$ cat src/rtl/alu_issue_ctrl.sv
// Issue/writeback controller for the 32-bit ALU: decodes one instruction at a time
// (IDLE -> EXEC -> WB), owns the 8-entry register file, condition flags and the PC.
module alu_issue_ctrl #(
  parameter int DATA_W = 32,
  parameter int PC_W   = 16,
  parameter int REG_AW = 3
) (
  input  logic              clk,
  input  logic              rst_n,
  input  logic              instr_valid,
  output logic              instr_ready,
  input  logic [31:0]       instr,
  output logic [DATA_W-1:0] alu_a,
  output logic [DATA_W-1:0] alu_b,
  output logic [DATA_W-1:0] alu_imm_val,
  output logic              alu_imm,
  output logic [3:0]        alu_func,
  input  logic [DATA_W-1:0] alu_out,
  input  logic [7:0]        alu_status,
  output logic [PC_W-1:0]   pc,
  output logic [7:0]        flags,
  output logic              retire,
  output logic              err,
  output logic              halted,
  input  logic [REG_AW-1:0] dbg_addr,
  output logic [DATA_W-1:0] dbg_data
);

  localparam int NREG = 2**REG_AW;

  typedef enum logic [1:0] {IDLE, EXEC, WB} state_t;

  state_t              state_reg, state_next;
  logic [29:0]         instr_reg;
  logic [DATA_W-1:0]   result_reg;
  logic [PC_W-1:0]     pc_reg;
  logic [7:0]          flags_reg;
  logic                retire_reg, err_reg, halted_reg;
  logic [DATA_W-1:0]   rf [NREG];

  logic [3:0]          op;
  logic                imm_sel;
  logic [REG_AW-1:0]   rd, ra, rb;
  logic [15:0]         imm16;
  logic                accept;
  logic                wb_we;
  logic [PC_W-1:0]     pc_inc;
  logic                unused_bits;

  // Reserved instruction bits [17:16] are not stored.
  assign unused_bits = ^instr[17:16];

  assign op      = instr_reg[29:26];
  assign imm_sel = instr_reg[25];
  assign rd      = instr_reg[24:22];
  assign ra      = instr_reg[21:19];
  assign rb      = instr_reg[18:16];
  assign imm16   = instr_reg[15:0];

  assign accept  = (state_reg == IDLE) && instr_valid && !halted_reg;
  assign wb_we   = (state_reg == WB) && (op < 4'd12);
  assign pc_inc  = pc_reg + 1'b1;

  assign pc       = pc_reg;
  assign flags    = flags_reg;
  assign retire   = retire_reg;
  assign err      = err_reg;
  assign halted   = halted_reg;
  assign dbg_data = rf[dbg_addr];

  // Register 0 is hard-wired to zero; other entries write only in WB.
  for (genvar gi = 0; gi < NREG; gi++) begin : g_rf
    if (gi == 0) begin : g_zero
      assign rf[gi] = '0;
    end else begin : g_reg
      logic [DATA_W-1:0] q_reg;
      always_ff @(posedge clk or negedge rst_n) begin
        if (!rst_n) begin
          q_reg <= '0;
        end else if (wb_we && (rd == REG_AW'(gi))) begin
          q_reg <= result_reg;
        end
      end
      assign rf[gi] = q_reg;
    end
  end

  always_comb begin
    state_next  = state_reg;
    instr_ready = 1'b0;
    alu_a       = '0;
    alu_b       = '0;
    alu_imm_val = '0;
    alu_imm     = 1'b0;
    alu_func    = 4'd0;
    case (state_reg)
      IDLE: begin
        instr_ready = !halted_reg;
        if (accept) state_next = EXEC;
      end
      EXEC: begin
        alu_a       = rf[ra];
        alu_b       = rf[rb];
        alu_imm     = imm_sel;
        alu_imm_val = {{(DATA_W-16){1'b0}}, imm16};
        if (op < 4'd12)       alu_func = op;
        else if (op == 4'd12) alu_func = 4'd2;
        state_next = WB;
      end
      WB: begin
        state_next = IDLE;
      end
      default: begin
        state_next = IDLE;
      end
    endcase
  end

  always_ff @(posedge clk or negedge rst_n) begin
    if (!rst_n) begin
      state_reg  <= IDLE;
      instr_reg  <= '0;
      result_reg <= '0;
      pc_reg     <= '0;
      flags_reg  <= '0;
      retire_reg <= 1'b0;
      err_reg    <= 1'b0;
      halted_reg <= 1'b0;
    end else begin
      state_reg  <= state_next;
      retire_reg <= 1'b0;
      err_reg    <= 1'b0;
      if (accept) instr_reg <= {instr[31:18], instr[15:0]};
      if (state_reg == EXEC) result_reg <= alu_out;
      if (state_reg == WB) begin
        retire_reg <= 1'b1;
        case (op)
          4'd13: begin
            // Conditions 6 and 7 do not exist; they flag an error and fall through.
            if (rd < 3'd6) begin
              pc_reg <= flags_reg[rd] ? PC_W'(imm16) : pc_inc;
            end else begin
              err_reg <= 1'b1;
              pc_reg  <= pc_inc;
            end
          end
          4'd14: halted_reg <= 1'b1;
          4'd15: begin
            err_reg <= 1'b1;
            pc_reg  <= pc_inc;
          end
          default: begin
            flags_reg <= alu_status;
            pc_reg    <= pc_inc;
          end
        endcase
      end
    end
  end

endmodule

$ cat config.mk
export PLATFORM = sky130hd
export DESIGN_NAME = alu_issue_ctrl
export DESIGN_NICKNAME = d
export VERILOG_FILES = /design/src/rtl/alu_issue_ctrl.sv
export SDC_FILE = /design/constraint.sdc
export NUM_CORES = 1
export LEC_CHECK = 0
export CAP_MARGIN = 25
export CORE_ASPECT_RATIO = 0.75
export CORE_MARGIN = 8
export CORE_UTILIZATION = 45
export CTS_BUF_LIST = sky130_fd_sc_hd__clkbuf_4
export DETAILED_ROUTE_END_ITERATION = 10
export PLACE_DENSITY = 0.69
export SETUP_SLACK_MARGIN = 0.02
export SYNTH_ARGS = -nofsm -noshare
export SYNTH_HDL_FRONTEND = slang
export SYNTH_SLANG_ARGS = --single-unit
$ cat constraint.sdc
create_clock -name clk -period 3.1 [get_ports clk]
set_clock_uncertainty 0.15 [all_clocks]
set_input_delay 0.62 -clock clk [delete_from_list [all_inputs] [get_ports clk]]
set_output_delay 0.62 -clock clk [all_outputs]
set_load 0.005 [all_outputs]
## After elaboration in Yosys (flattened, before gate mapping)

Index checks and enable logic that the tools add are counted.
Widths: inputs -> output; s select.

- Logic and storage cells: 85
- Bits in registers: 315
- Input bits: 78
- Output and inout bits: 161

- Bitwise logic cells: 5
- Reductions and logical operators: 16
- Add/sub/neg operators: 1
- Multiplexer cells: 28
- Eq/ne operators: 14
- Magnitude comparators: 6

Operators by type and width:

| kind | count |
|---|---|
| $bmux 32 s3 | 3 |
| $mux 32 | 8 |
| $mux 16 | 3 |
| $pmux 16 s2 | 1 |
| $add 16x1->16 const B | 1 |
| $eq 4x4->1 const B | 4 |
| $eq 3x3->1 const B | 4 |
| $ge 4x4->1 const B | 3 |
| $not 3->4 | 3 |
| $logic_and 1x1->1 | 10 |
| $mux 4 | 2 |
| $eq 3x2->1 const B | 2 |
| $mux 1 | 6 |
| $reduce_and 2->1 | 3 |
| $lt 3x4->1 const B | 1 |
| $lt 4x4->1 const B | 1 |
| $mux 2 | 2 |
| $pmux 2 s2 | 1 |
| $bmux 1 s3 | 1 |
| $eq 3x1->1 const B | 1 |
| $lt 3x3->1 const B | 1 |
| $reduce_or 3->1 | 1 |
| $eq 2x1->1 const B | 1 |
| $eq 2x2->1 const B | 1 |
| other kinds (5) | 6 |

## Longest topological paths before layout

- Depth after elaboration: 5
- Mapped depth: 8
- Gate-level depth less buffers: 6

## Worst setup path before layout

No wires, ideal clock.

- Path kind: input port to output port
- From: in dbg_addr[0]
- To: out dbg_data[31]
- Stages: 5
- Setup slack: 0.145 ns
- Arrival time: 2.185 ns
- Data required time: 2.330 ns
- Buffers on the path: 2
- Cell sequence: clkbuf_1 clkbuf_1 mux4_2 nand2_1 o21ai_0

- Cells in the longest elaborated chain, start to end: 4

RTL lines:

| item | RTL line | source |
|---|---|---|
| from (decl) | 25 | `input logic [REG_AW-1:0] dbg_addr,` |
| $not 3->4 (implied by the code) | 69 | `assign dbg_data = rf[dbg_addr];` |
| $bmux 32 s3 | 69 |  |
| $mux 32 (implied by the code) (2 in series) | 69 |  |
| to (decl) | 26 | `output logic [DATA_W-1:0] dbg_data` |

No other way between the ends. The select of a mux whose other input is x is not followed.

## Worst setup path in the final report

- From: reg instr_reg[16]
- To: out alu_b[12]

- Cells in the longest elaborated chain, start to end: 5

RTL lines:

| item | RTL line | source |
|---|---|---|
| from (decl) | 34 | `logic [29:0] instr_reg;` |
| from (signal assigned) | 133 | `if (accept) instr_reg <= {instr[31:18], instr[15:0]};` |
| $not 3->4 (implied by the code) | 103 | `alu_b = rf[rb];` |
| $bmux 32 s3 | 103 |  |
| $mux 32 (implied by the code) (2 in series) | 103 |  |
| $mux 32 | 96 | `case (state_reg)` |
| to (decl) | 14 | `output logic [DATA_W-1:0] alu_b,` |

No other way between the ends. The select of a mux whose other input is x is not followed.

==> metrics.md <==
| Metric | Value |
|---|---|
| Status | `finished, violations left` |
| Violated checks | `negative setup slack` |
| Worst path top cell family by delay | `flip-flops` |
| Core area | `39,300 µm²` |
| Congestion Overflow GR | `0` |
| Crit path max-delay cell type | `dfrtp_4` |
| Via count | `15,000` |
| Max Cap Viol | `0` |
| Die width | `246 µm` |
| Final setup violation count | `64` |
| Post-synth top cells | `mux2_2, dfrtp_1, nor2_1` |
| Unrepaired setup endpoints after global routing | `yes` |
| Register area share after synthesis | `44.2%` |
| Crit-path max cell delay | `0.54 ns` |
| CTS buffer count | `85` |
| Die H | `188 µm` |
| Most frequent cell after synthesis | `mux2_2` |
| Non-filler cells, final | `2,481` |
| WL met3 | `5720 µm` |
| Post-route setup slack | `-0.238 ns` |
| Worst hold path depth | `3` |
| Biggest area consumer among synthesized cells | `dfrtp_1` |
| Largest cells by area after synthesis | `dfrtp_1, mux2_2, mux4_2, a21oi_1, nor2_1` |
| Post-synth EDFFs | `0` |
| CP startpoint | `instr_reg[16]$_DFFE_PN0P_` |
| Worst Max-Slew Pin Slew | `0.844 ns` |
| Fin util | `61.9%` |
| Synth async-reset ratio | `100%` |
| Setup Total Neg Slack | `-9.61 ns` |
| Routed WL | `62,100 µm` |
| First-pass GRT wire length | `95,100 µm` |
| Routed length on met2 | `28,700 µm` |
| DR WL/cell | `25.0 µm` |
| Post-synthesis cell count | `1,508` |
| Worst reg2reg startpoint | `instr_reg[23]$_DFFE_PN0P_` |
| Yosys warns | `0` |
| Synth unique cells | `45` |
| Number of global-route vias before repair | `15,600` |
| Main synth FF type | `dfrtp_1` |
| Fmax | `0.300 GHz` |
| Placement Setup Slack | `-0.0242 ns` |
| Die area | `46,300 µm²` |
| Antenna Nets Post-Route | `0` |
| Initial antenna violation count | `2` |
| Max FFs per register | `224` |
| Register-to-Register Path Depth | `7` |
| # nets final | `1,971` |
| Final period util | `108%` |
| Slew HR | `43.2%` |
| Max IR drop VDD | `0.000537 V` |
| CTS tree | `yes` |
| # IOs | `239` |
| FF-to-FF setup slack | `0.55 ns` |
| CTS Buffer Depth | `3` |
| Worst path cell trace | `buf_12, buf_6, buf_6, mux4_2, a21oi_4, nor2_1, buf_2` |
| Initial drt markers | `1,141` |
| Lkg Pwr | `11.2 nW` |
| Mapped Area | `17,800 µm²` |
| CP Capture Type | `primary output` |
| Gp weighted congestion | `0.823` |
| Largest net degree at the start of global routing | `84` |
| # DRC | `0` |
| Site Rows | `63` |
| GRT Overall Usage | `26.5%` |
| Power Total | `25.1 mW` |
| Area delta synth->final | `36.6%` |
| CP Class | `reg2out` |
| Critical Path Fanout Max | `6` |
| Final hold violations | `0` |
| Clk sinks | `315` |
| Share of layout cells above drive strength 1 | `52.9%` |
| Vias/cell | `6.03` |
| Hold wc startpoint | `alu_out[31]` |
| Reg clk slew, reported paths | `0.07 ns` |
| Fin crit period | `3.34 ns` |
| CP arrival | `2.57 ns` |
| WP depth | `7` |
| Initial core utilization | `45.4%` |
| Most Frequent Cell on Critical Path | `buf_6` |
| Synth Register Bits | `315` |
| Hold crit path type | `in2reg` |
| H-tree depth | `3` |
| Met1 wire length | `25,800 µm` |
| TritonRoute pass-1 iters | `5` |
| I/O Buffers | `220` |
| Mean Syn Cell Area | `11.8 µm²` |
| Placed cell count | `2,212` |
| Clock Tree Root | `clkbuf_4` |
| Worst Path Buf+Inv | `4` |
| Detailed Place HPWL | `36,400 µm` |
| CP Data Required Time | `2.33 ns` |
| CP Launch Type | `flop` |
| Pwr per Cell Area | `1030 nW/µm²` |
| Area share of the largest cell type after synthesis | `44.2%` |
| Highest routed layer | `met4` |
| Max Slew Vio Count | `0` |
| Worst-skew pair later-pin latency | `0.80 ns` |
## worst min-delay path, cell delays in order
cell             delay (ns)
clkdlybuf4s50_1        0.40
nand2_1                0.06
nand2_1                0.04
## metal layers
| metal | vias up | track usage, % |
|---|---|---|
| met5 | - | 0 |
| met4 | 0 | 9.53 |
| met3 | 132 | 6.64 |
| met2 | 765 | 40.8 |
| met1 | 7677 | 36.0 |
| li1 | 6383 | - |
## report_power, final
| part | switching, mW | total [mW] | internal (mW) |
|---|---|---|---|
| Clock | 1.86 | 3.82 | 1.97 |
| Combinational | 5.93 | 13.3 | 7.34 |
| Sequential | 2.16 | 8.03 | 5.87 |
## worst paths after layout
| path | end |
|---|---|
| worst min-delay path | result_reg[31]$_DFFE_PN0P_ |
| max in group asynchronous | instr_reg[27]$_DFFE_PN0P_ |
| worst min register to register | instr_reg[25]$_DFFE_PN0P_ |
| min in group asynchronous | g_rf[7].g_reg.q_reg[6]$_DFFE_PN0P_ |
| worst max-delay path | alu_b[12] |
| worst max register to register | pc[2]$_DFFE_PN0P_ |
## cell usage in the layout, fill, tap and decap left out, drive strengths merged, types with 7 or more instances in the layout
cell	count
nor2b	8
dlygate4sd2	23
nand3	8
a21oi	107
dfrtp	315
conb	16
mux2i	7
a2bb2oi	8
clkdlybuf4s50	99
a221oi	31
clkinv	29
clkbuf	123
a22oi	65
mux2	361
mux4	96
inv	39
and2	19
buf	263
nand2	111
nor2	139
o21ai	16
dlymetal6s2s	28
## through the flow
| stage | area [µm²] | hold slack (ns) |
|---|---|---|
| after global placement | 21300 | 0.333 |
| after CTS | 24100 | 0.148 |
| final | 24400 | 0.205 |
| after detailed placement | 21300 | 0.340 |
| after global routing | 24400 | 0.161 |
| after floorplan | 17900 | 0.174 |
## cells by family (layout without fill, tap and decap cells)
family | Yosys count | after routing | synth area share (%)
fa+ha+maj | 1 | 1 | 0.0701
mux | 464 | 464 | 35.3
compound gates | 241 | 241 | 8.73
other cells | 1 | 18 | 0.0210
buf+inv | 175 | 611 | 4.25
simple gates | 311 | 311 | 7.43
flops | 315 | 315 | 44.2
## timing repair
action                     CTS  global route
hold buffers                 1             0
buffers inserted            90            18
cloned                      18             1
setup endpoints to repair  112            94
pin swaps                  135            95
hold endpoints to repair    73             0
gates resized for setup    476            94
## area by class of cell
class                      count  area, µm²
fill                        3058      15000
multi-input combinational   1033      10100
sequential                   315       7900
timing repair buffer         420       4450
clock buffer                 121        908
tap                          520        651
clock inverter                33        181
inverter                      36        143
timing repair inverter         1       11.3
antenna                        2       5.00
No activity file was read; power rests on OpenSTA's default activity.
